`config.mk`:
```
export PLATFORM = sky130hd
export DESIGN_NAME = sys_input_handler
export DESIGN_NICKNAME = d
export VERILOG_FILES = /design/src/rtl/sys_input_handler.sv
export SDC_FILE = /design/constraint.sdc
export NUM_CORES = 1
export LEC_CHECK = 0
export CORE_ASPECT_RATIO = 0.9
export CORE_MARGIN = 4
export CORE_UTILIZATION = 37
export DETAILED_ROUTE_END_ITERATION = 6
export HOLD_SLACK_MARGIN = 0.02
export PLACE_DENSITY_LB_ADDON = 0.2
export SLEW_MARGIN = 10
export SYNTH_ARGS = -nofsm -noshare
export SYNTH_HDL_FRONTEND = slang
export SYNTH_SLANG_ARGS = --single-unit
```
`constraint.sdc`:
```
create_clock -name clk -period 2 [get_ports clk]
set_input_delay 0.4 -clock clk [delete_from_list [all_inputs] [get_ports clk]]
set_output_delay 0.4 -clock clk [all_outputs]
set_load 0.1 [all_outputs]
```
`src/rtl/sys_input_handler.sv`:
```
// sys_input_handler: services read_int ($v0=5) and read_char ($v0=12) syscalls.
// On a qualifying syscall in execute it stalls the pipeline, pulls one word from
// an input stream over valid/ready, writes it to $v0 and releases the stall.
// A wait longer than TIMEOUT cycles writes all ones and sets a sticky error.
//
// Ports:
//   clk, rst        clock, synchronous active-high reset
//   issue_i         instruction present in execute this cycle
//   opcode_i        opcode of that instruction (syscall = 6'b011001)
//   regv_i          current $v0 (syscall code)
//   stall_o         pipeline hold while a read is outstanding
//   in_valid_i      input stream has a word
//   in_data_i       input stream word
//   in_ready_o      word accepted this cycle
//   wr_en_o         register-file write strobe
//   wr_addr_o       register-file write address (2 when writing, else 0)
//   wr_data_o       register-file write data
//   err_o           sticky timeout flag
//   req_count_o     completed reads, timed-out ones included (wraps)
module sys_input_handler #(
  parameter int unsigned DATA_W  = 32,
  parameter int unsigned TIMEOUT = 1024,
  parameter int unsigned CNT_W   = 16
) (
  input  logic              clk,
  input  logic              rst,
  input  logic              issue_i,
  input  logic [5:0]        opcode_i,
  input  logic [DATA_W-1:0] regv_i,
  output logic              stall_o,
  input  logic              in_valid_i,
  input  logic [DATA_W-1:0] in_data_i,
  output logic              in_ready_o,
  output logic              wr_en_o,
  output logic [4:0]        wr_addr_o,
  output logic [DATA_W-1:0] wr_data_o,
  output logic              err_o,
  output logic [CNT_W-1:0]  req_count_o
);

  localparam logic [5:0]   OpSyscall = 6'b011001;
  localparam int unsigned  TmoW      = $clog2(TIMEOUT) + 1;
  // Last WAIT cycle index before giving up; unused when TIMEOUT is 0.
  localparam logic [TmoW-1:0] TmoLast = TmoW'(TIMEOUT - 1);
  localparam logic [TmoW-1:0] TmoMax  = '1;

  typedef enum logic [1:0] {StIdle, StWait, StWrite} state_e;

  state_e            state_q, state_d;
  logic              is_char_q, is_char_d;
  logic [TmoW-1:0]   tmo_q, tmo_d;
  logic [DATA_W-1:0] data_q, data_d;
  logic              err_q, err_d;
  logic [CNT_W-1:0]  cnt_q, cnt_d;

  logic code_int, code_char, start;

  assign code_int  = (regv_i == DATA_W'(5));
  assign code_char = (regv_i == DATA_W'(12));
  assign start     = (state_q == StIdle) && issue_i && (opcode_i == OpSyscall) &&
                     (code_int || code_char);

  always_comb begin
    state_d    = state_q;
    is_char_d  = is_char_q;
    tmo_d      = tmo_q;
    data_d     = data_q;
    err_d      = err_q;
    cnt_d      = cnt_q;
    stall_o    = start;
    in_ready_o = 1'b0;
    wr_en_o    = 1'b0;
    unique case (state_q)
      StIdle: begin
        if (start) begin
          is_char_d = code_char;
          tmo_d     = '0;
          state_d   = StWait;
        end
      end
      StWait: begin
        stall_o    = 1'b1;
        in_ready_o = 1'b1;
        // A word arriving on the last allowed cycle still wins over the timeout.
        if (in_valid_i) begin
          data_d  = is_char_q ? {{(DATA_W-8){1'b0}}, in_data_i[7:0]} : in_data_i;
          state_d = StWrite;
        end else if ((TIMEOUT != 0) && (tmo_q == TmoLast)) begin
          data_d  = '1;
          err_d   = 1'b1;
          state_d = StWrite;
        end else if (tmo_q != TmoMax) begin
          tmo_d = tmo_q + 1'b1;
        end
      end
      StWrite: begin
        wr_en_o = 1'b1;
        cnt_d   = cnt_q + 1'b1;
        state_d = StIdle;
      end
      default: state_d = StIdle;
    endcase
    // Reset suppresses the write and leaves any offered word unconsumed.
    if (rst) begin
      in_ready_o = 1'b0;
      wr_en_o    = 1'b0;
    end
  end

  always_ff @(posedge clk) begin
    if (rst) begin
      state_q   <= StIdle;
      is_char_q <= 1'b0;
      tmo_q     <= '0;
      data_q    <= '0;
      err_q     <= 1'b0;
      cnt_q     <= '0;
    end else begin
      state_q   <= state_d;
      is_char_q <= is_char_d;
      tmo_q     <= tmo_d;
      data_q    <= data_d;
      err_q     <= err_d;
      cnt_q     <= cnt_d;
    end
  end

  assign wr_addr_o   = wr_en_o ? 5'd2 : 5'd0;
  assign wr_data_o   = data_q;
  assign err_o       = err_q;
  assign req_count_o = cnt_q;

endmodule

```
==> key figures, run 1 <==
Run status
  – Status: finished with violations
  – Failing checks: negative setup slack

STA
  – Slew Limit Fails: 0
  – Relative slew slack: 54.6%
  – RSZ-0062 raised after global routing: yes
  – Final Hold Violating Endpoints: 0
  – Min cycle time layout: ~2.3 ns
  – Layout Skew: 0.00596 ns
  – Max frequency: 443 MHz
  – Setup-failing EPs final: 1
  – Period utilization: 113%
  – Least-Margin Pin Slew: 0.680 ns
  – Setup ws final: -0.258 ns

Global routing
  – Met3 usage: 5.76%
  – Vias in the first global route: ~2,800
  – Grt ovf: 0
  – Initial antenna violation count: 0
  – Largest net degree at the start of global routing: 53
  – GRT Max-Usage Layer: met2
  – First-pass GRT wire length: 13,300 microns
  – Grt met1 use: 22.7%
  – Overall routing resource usage: 17.8%
  – GRT met2 Usage: around 28%

Run
  – Max Cap Violations: 0

Hold path
  – Hold depth: 2
  – Tightest Hold Check Type: flop to flop
  – HP Start: wr_data_o[2]$_SDFFE_PP0P_
  – Hold path endpoint: wr_data_o[2]$_SDFFE_PP0P_

Clock network
  – Root Buffer: clkbuf_8
  – Clock Latency Late Sink: 0.34 ns
  – Clk buf depth: 2
  – CTS tree: done
  – Cts hold-fix bufs: 0
  – CTS buffer count: 9
  – CTS Sinks: 63
  – CTS H-tree depth: 3
  – Clock-pin slew on the worst setup and hold paths: around 0.060 ns

Placement
  – Inst Count DP: 552
  – HPWL after DPL: about 5800 microns
  – RePlAce Congestion: 0.805
  – Placed cell area: 4280 sq um
  – IO Port Bufs: between 100 and 150

Cells and area
  – FILL cells: slightly below 700
  – N_diodes: 0
  – Area growth syn-to-layout: 63.9%
  – Final Cell Area: 4680 sq um
  – Register area: ~1300 sq um
  – Cell Count, Final, Fillers Out: 576
  – Multi-input logic area: roughly 1600 sq um
  – Layout Nets: 552
  – Commonest non-fill, non-tap cell in the layout: buf_4
  – Layout cells sized above 1: a little under a third
  – Most frequent cells in the layout: buf_4, dfxtp_1, clkdlybuf4s50_1

Setup path
  – Register-to-register setup slack: roughly 0.05 ns
  – CP delay by family, top: simple AND/OR/NAND/NOR gates
  – Reg2Reg Depth: 8
  – Worst path arrival time: 1.86 ns
  – Stages on the worst setup path: 6
  – Crit path max fanout: 2
  – Sum of buffers and inverters on the critical path: 2
  – Slowest CP cell: or4_4
  – Worst r2r src: tmo_q[0]$_SDFFE_PP0P_
  – Type of the worst setup path: input port to output port
  – Worst Setup SP: regv_i[28]
  – Element type at the critical path end: output port
  – Max incr delay on CP: approximately 0.6 ns
  – Worst setup SP type: input port
  – Worst Path Required: approximately 1.6 ns
  – Worst flop-to-flop path endpoint: tmo_q[2]$_SDFFE_PP0P_
  – Crit-path cells: dlygate4sd2_1 -> nor4_2 -> nand3_1 -> or4_4 -> nand2_8 -> buf_12

Drt
  – DRC viols: 0
  – Routed via count: 2,812
  – Final wirelength: 8250 microns
  – Vias/cell: approximately 5
  – DRT Pass-1 Iters: 4
  – Initial drt markers: 56
  – WL per Instance: roughly 14 microns
  – Final ANT Viol Nets: 0

Power and ir drop
  – Max VDD drop: 0.378 mV
  – PD cells: 521 nW/um^2
  – Static Leak: 1.95 nW

Synthesis
  – Syn avg cell area: between 8 and 9 sq um
  – Post-synth EDFFs: 0
  – Syn. warnings: 0
  – Syn Inst Count: 326
  – Area share of the largest cell type after synthesis: roughly 44%
  – Largest area contributor in the netlist: dfxtp_1
  – Post-Synthesis Cell Area: 2850 sq um
  – Flops & latches, synth: 63
  – Seq/Total Area, Yosys: 44.2%
  – Synth unique cells: 47
  – Largest cells by area after synthesis: dfxtp_1, a221oi_1, nand2b_1
  – FFs w/ async S/R, synth: 0%
  – Post-synth top flop: dfxtp_1

Floorplan
  – Die X: 101 microns
  – Ports: 131
  – Die Area: 9180 sq um
  – Chip height: around 91 microns
  – Core Area: roughly 7500 sq um
  – Initial core utilization: 38.0%
  – Rows: 30
[state kept, by name, summed over array words and instances, names as in the netlist]
signal       flops
tmo_q           11
is_char_q        1
err_o            1
state_q          2
wr_data_o       32
req_count_o     16
[per-layer routing]
| metal | vias up | wire length (microns) |
|---|---|---|
| met2 | 68 | 3900 |
| met5 | - | 0 |
| met4 | 0 | 146 |
| met1 | 1300 | 3660 |
| li1 | 1431 | - |
| met3 | 13 | 543 |
[what timing repair did]
item                       in CTS  in global routing
hold endpoints to repair        0                  0
setup buffers                   4                  4
pin swaps                      18                 11
setup endpoints to repair      40                 36
cloned                          1                  0
resized for setup              92                 13
[cell type report]
cell class              count  area share, %
flip-flops and latches     63           27.2
inverters                  36           2.94
repair buffers            157           30.0
clock buffers              11           3.02
clock inverters             4          0.482
multi-input cells         209           33.8
well taps                  96           2.57
[worst reg2reg max path: cells and delay by family (launching register included)]
kind,cells,cell delay [ns]
and+or+nand+nor,3,0.83
adders and majority gates,1,0.15
DFF,1,0.36
buffers and inverters,2,0.28
AOI/OAI and AO/OA,2,0.29
[metrics by stage]
step	TNS, ns	power [mW]	setup WS (ns)	util [%]	hold slack, ns
2_1_floorplan	-0.0513	1.37	-0.0513	-	0.440
3_3_place_gp	-5.16	1.52	-0.621	57.0	0.442
3_5_place_dp	-6.78	1.52	-0.649	57.0	0.449
4_1_cts	-0.273	2.46	-0.273	61.1	0.462
5_1_grt	-0.310	2.53	-0.310	62.3	0.473
6_report	-0.258	2.44	-0.258	62.3	0.457
[worst max-delay path by stage]
| stage | endpoint |
|---|---|
| after floorplan | stall_o |
| after global placement | tmo_q[8]$_SDFFE_PP0P_ |
| after detailed placement | tmo_q[6]$_SDFFE_PP0P_ |
| after CTS | stall_o |
| after global routing | stall_o |
| final | stall_o |
[power breakdown]
group | total (mW) | internal, mW | leakage, nW | switching [mW]
logic | 0.228 | 0.125 | 1.35 | 0.103
clock network | 0.955 | 0.470 | 0.0850 | 0.485
registers | 1.25 | 1.25 | 0.512 | 0.00000000000136
[logic make-up (layout without fill, tap and decap cells)]
family,Yosys count,in the layout,synth area share (%)
and+or+nand+nor,126,126,24.2
DFF,63,63,44.2
AOI/OAI and AO/OA,59,59,16.8
buffers and inverters,57,208,8.29
xor gates and xnor gates,17,17,5.22
adders and majority gates,2,2,0.877
other,1,4,0.131
muxes,1,1,0.351
[Yosys cell counts, types with 2 or more instances]
cell type  count
nor4_1         6
a221oi_1      24
buf_4          5
a211oi_1       8
a21o_1         6
clkbuf_1      13
and2_1         3
a2111oi_1      2
xor2_1        12
o22ai_1        3
nand2b_1      25
and3_1         5
nor3_1         5
o21ai_1        5
a21oi_1        3
nor2_1        33
and4bb_1       2
nand3_1        9
nand2_1       17
buf_2          3
ha_1           2
dfxtp_1       63
or2_2          2
inv_1         36
nand4_1        7
xnor2_1        5
or4_4          2
Power figures use the tool's default switching activity.
==> inputs of run 2 (changes only) <==
--- a/config.mk
+++ b/config.mk
@@ -8,6 +8,7 @@
 export CORE_ASPECT_RATIO = 0.9
 export CORE_MARGIN = 4
 export CORE_UTILIZATION = 37
+export CTS_CLUSTER_SIZE = 14
 export DETAILED_ROUTE_END_ITERATION = 6
 export HOLD_SLACK_MARGIN = 0.02
 export PLACE_DENSITY_LB_ADDON = 0.2
==> results of run 2 <==
The final DEF is identical to that of run 1; final timing and power are the same.
==> inputs of run 3 (changes only) <==
--- a/config.mk
+++ b/config.mk
@@ -7,7 +7,7 @@
 export LEC_CHECK = 0
 export CORE_ASPECT_RATIO = 0.9
 export CORE_MARGIN = 4
-export CORE_UTILIZATION = 37
+export CORE_UTILIZATION = 41
 export CTS_CLUSTER_SIZE = 14
 export DETAILED_ROUTE_END_ITERATION = 6
 export HOLD_SLACK_MARGIN = 0.02
==> constraint.sdc (replaced) <==
create_clock -name clk -period 2.2 [get_ports clk]
set_input_delay 0.44 -clock clk [delete_from_list [all_inputs] [get_ports clk]]
set_output_delay 0.44 -clock clk [all_outputs]
set_load 0.1 [all_outputs]
==> run 3 against run 2 <==
  * The flow still finishes with violations (negative setup slack)
  * First-iteration DRC count fell by 38%
  * Sequential power shrank 9%
  * Cell count decreased by 3.8%
  * Routed wire length shrank 8.1%
  * Utilization rose by 2.9 points
  * Worst hold slack lost 0.0044 ns
==> key figures, run 3 (synthesis gave the netlist of run 1 again) <==
Drt
  – Final wirelength: 7580 microns (-8.1%)
  – Routed via count: 2,745 (-2.4%)
  – Vias/cell: 4.95 (+1.5%)
  – WL per Instance: 13.7 microns (-4.5%)
  – DRC viols: 0 (unchanged)
  – DRT Pass-1 Iters: 4 (unchanged)
  – Final ANT Viol Nets: 0 (unchanged)
  – Initial drt markers: 35 (-38%)

Setup path
  – Crit path max fanout: 2 (unchanged)
  – Worst Path Required: 1.76 ns (+0.16 ns)
  – Type of the worst setup path: input port to output port
  – Worst path arrival time: 1.88 ns (+0.02 ns)
  – Element type at the critical path end: output port
  – Worst setup SP type: input port

Cells and area
  – Area growth syn-to-layout: 52.1%
  – Commonest non-fill, non-tap cell in the layout: buf_4
  – Cell Count, Final, Fillers Out: 554 (-3.8%)
  – Max reg flops: 32 (unchanged)
  – Layout Nets: 536 (-2.9%)
  – Layout cells sized above 1: 22.8% (-8.6 points)
  – Most frequent cells in the layout: buf_4, dfxtp_1, clkdlybuf4s50_1
  – N_diodes: 0 (unchanged)
  – FILL cells: 592 (-13%)

STA
  – Setup ws final: -0.120 ns (+0.138 ns)
  – RSZ-0062 raised after global routing: yes
  – Period utilization: 105%
  – Layout Skew: 0.00554 ns (-0.000418 ns)
  – Slew Limit Fails: 0 (unchanged)
  – Setup-failing EPs final: 1 (unchanged)
  – Relative slew slack: 53.9% (-0.71 points)
  – Max frequency: ~430 MHz
  – Min cycle time layout: 2.32 ns
  – Least-Margin Pin Slew: 0.690 ns (+0.0106 ns)
  – Final Hold Violating Endpoints: 0 (unchanged)
  – Final setup TNS: -0.120 ns (+0.138 ns)

Power and ir drop
  – Max VDD drop: 0.349 mV (-7.6%)
  – Static Leak: 1.84 nW (-5.4%)
  – Power Total: 2.18 mW (-10%)
  – PD cells: 503 nW/um^2 (-3.5%)

Placement
  – Inst Count DP: 539 (-2.4%)
  – HPWL after DPL: 5570 microns (-3.7%)
  – IO Port Bufs: 126 (unchanged)
  – RePlAce Congestion: 0.772 (-4.0%)
  – DP Worst Slack: -0.452 ns (+0.197 ns)

Global routing
  – Grt ovf: 0 (unchanged)
  – Overall routing resource usage: 18.5% (+0.78 points)
  – First-pass GRT wire length: 12,200 microns (-7.8%)
  – Initial antenna violation count: 0 (unchanged)
  – Largest net degree at the start of global routing: 53 (unchanged)
  – Vias in the first global route: 2,663 (-4.1%)

Run status
  – Failing checks: negative setup slack
  – Status: finished with violations

Floorplan
  – Ports: 131 (unchanged)
  – Initial core utilization: 42.9% (+4.9 points)
  – Core Area: 6660 sq um (-11%)
  – Die X: 95.9 microns (-4.6%)
  – Die Area: 8360 sq um (-9.0%)
  – Chip height: 87.1 microns (-4.6%)
  – Rows: 28 (-6.7%)

Clock network
  – CTS tree: done
  – CTS buffer count: 9 (unchanged)
  – Root Buffer: clkbuf_8
  – Clock-pin slew on the worst setup and hold paths: 0.07 ns (about the same)
  – CTS Sinks: 63 (unchanged)
  – Clock Latency Late Sink: 0.32 ns (-0.02 ns)
  – CTS H-tree depth: 3 (unchanged)
  – Clk buf depth: 2 (unchanged)
  – Cts hold-fix bufs: 0 (unchanged)

Run
  – Max Cap Violations: 0 (unchanged)

Hold path
  – Tightest Hold Check Type: flop to flop
## run 3: changes by cell type in the layout (fill, tap and decap cells not counted), moves of 7 or more
cell      previous run  this run
a221oi_2             7         0
dfxtp_2              9         1
buf_4               75        63
a221oi_1            17        24
dfxtp_1             54        62
## run 3: per-layer routing
layer  share of wire, %  GRT usage, %  vias to the layer above  wire, microns
met2                 47          30.7                       79           3600
met1                 45          23.2                     1265           3400
met3                7.1          6.05                        4            537
li1                   -             -                     1397              -
met5                  0             0                        -              0
met4               0.69          4.78                        0             52
## run 3: worst paths after layout
path	startpoint	endpoint	slack, ns	depth (start not counted)
worst max-delay path	regv_i[25]	stall_o	-0.12	6
worst max register to register	tmo_q[1]$_SDFFE_PP0P_	wr_data_o[13]$_SDFFE_PP0P_	0.13	7
worst min register to register	wr_data_o[0]$_SDFFE_PP0P_	wr_data_o[0]$_SDFFE_PP0P_	0.45	2
worst min-delay path	wr_data_o[0]$_SDFFE_PP0P_	wr_data_o[0]$_SDFFE_PP0P_	0.45	2
## run 3: critical path, stage by stage
cell	delay (ns)
dlygate4sd2_1	0.23
nor4_1	0.21
nand3_1	0.16
or4_4	0.57
nand2_4	0.09
buf_12	0.17
## run 3: timing repair
action	4_1_cts	5_1_grt
resized for setup	68	2
endpoints found under the setup margin	3	18
pin swaps	15	0
buffers inserted	0	0
## run 3: stage by stage
stage	utilization (%)	hold WS, ns	cell area, sq um
2_1_floorplan	-	0.440	2870
3_3_place_gp	62.8	0.443	4180
3_5_place_dp	62.8	0.443	4180
4_1_cts	65.2	0.454	4340
5_1_grt	65.2	0.476	4340
6_report	65.2	0.453	4340
## run 3: report_power, final
group / internal [mW] / switching (mW)
clock: 0.427 / 0.415
combinational: 0.111 / 0.0882
sequential: 1.14 / 0.00000000000118
total: 1.68 / 0.503
## run 3: final cells by class
class / instances / area, sq um / share of cell area [%]
multi-input cells: 209 / 1420 / 32.8
flip-flops and latches: 63 / 1260 / 29.1
repair buffers: 141 / 1240 / 28.6
clock buffers: 11 / 141 / 3.26
inverters: 36 / 135 / 3.11
well taps: 90 / 113 / 2.59
clock inverters: 4 / 22.5 / 0.519
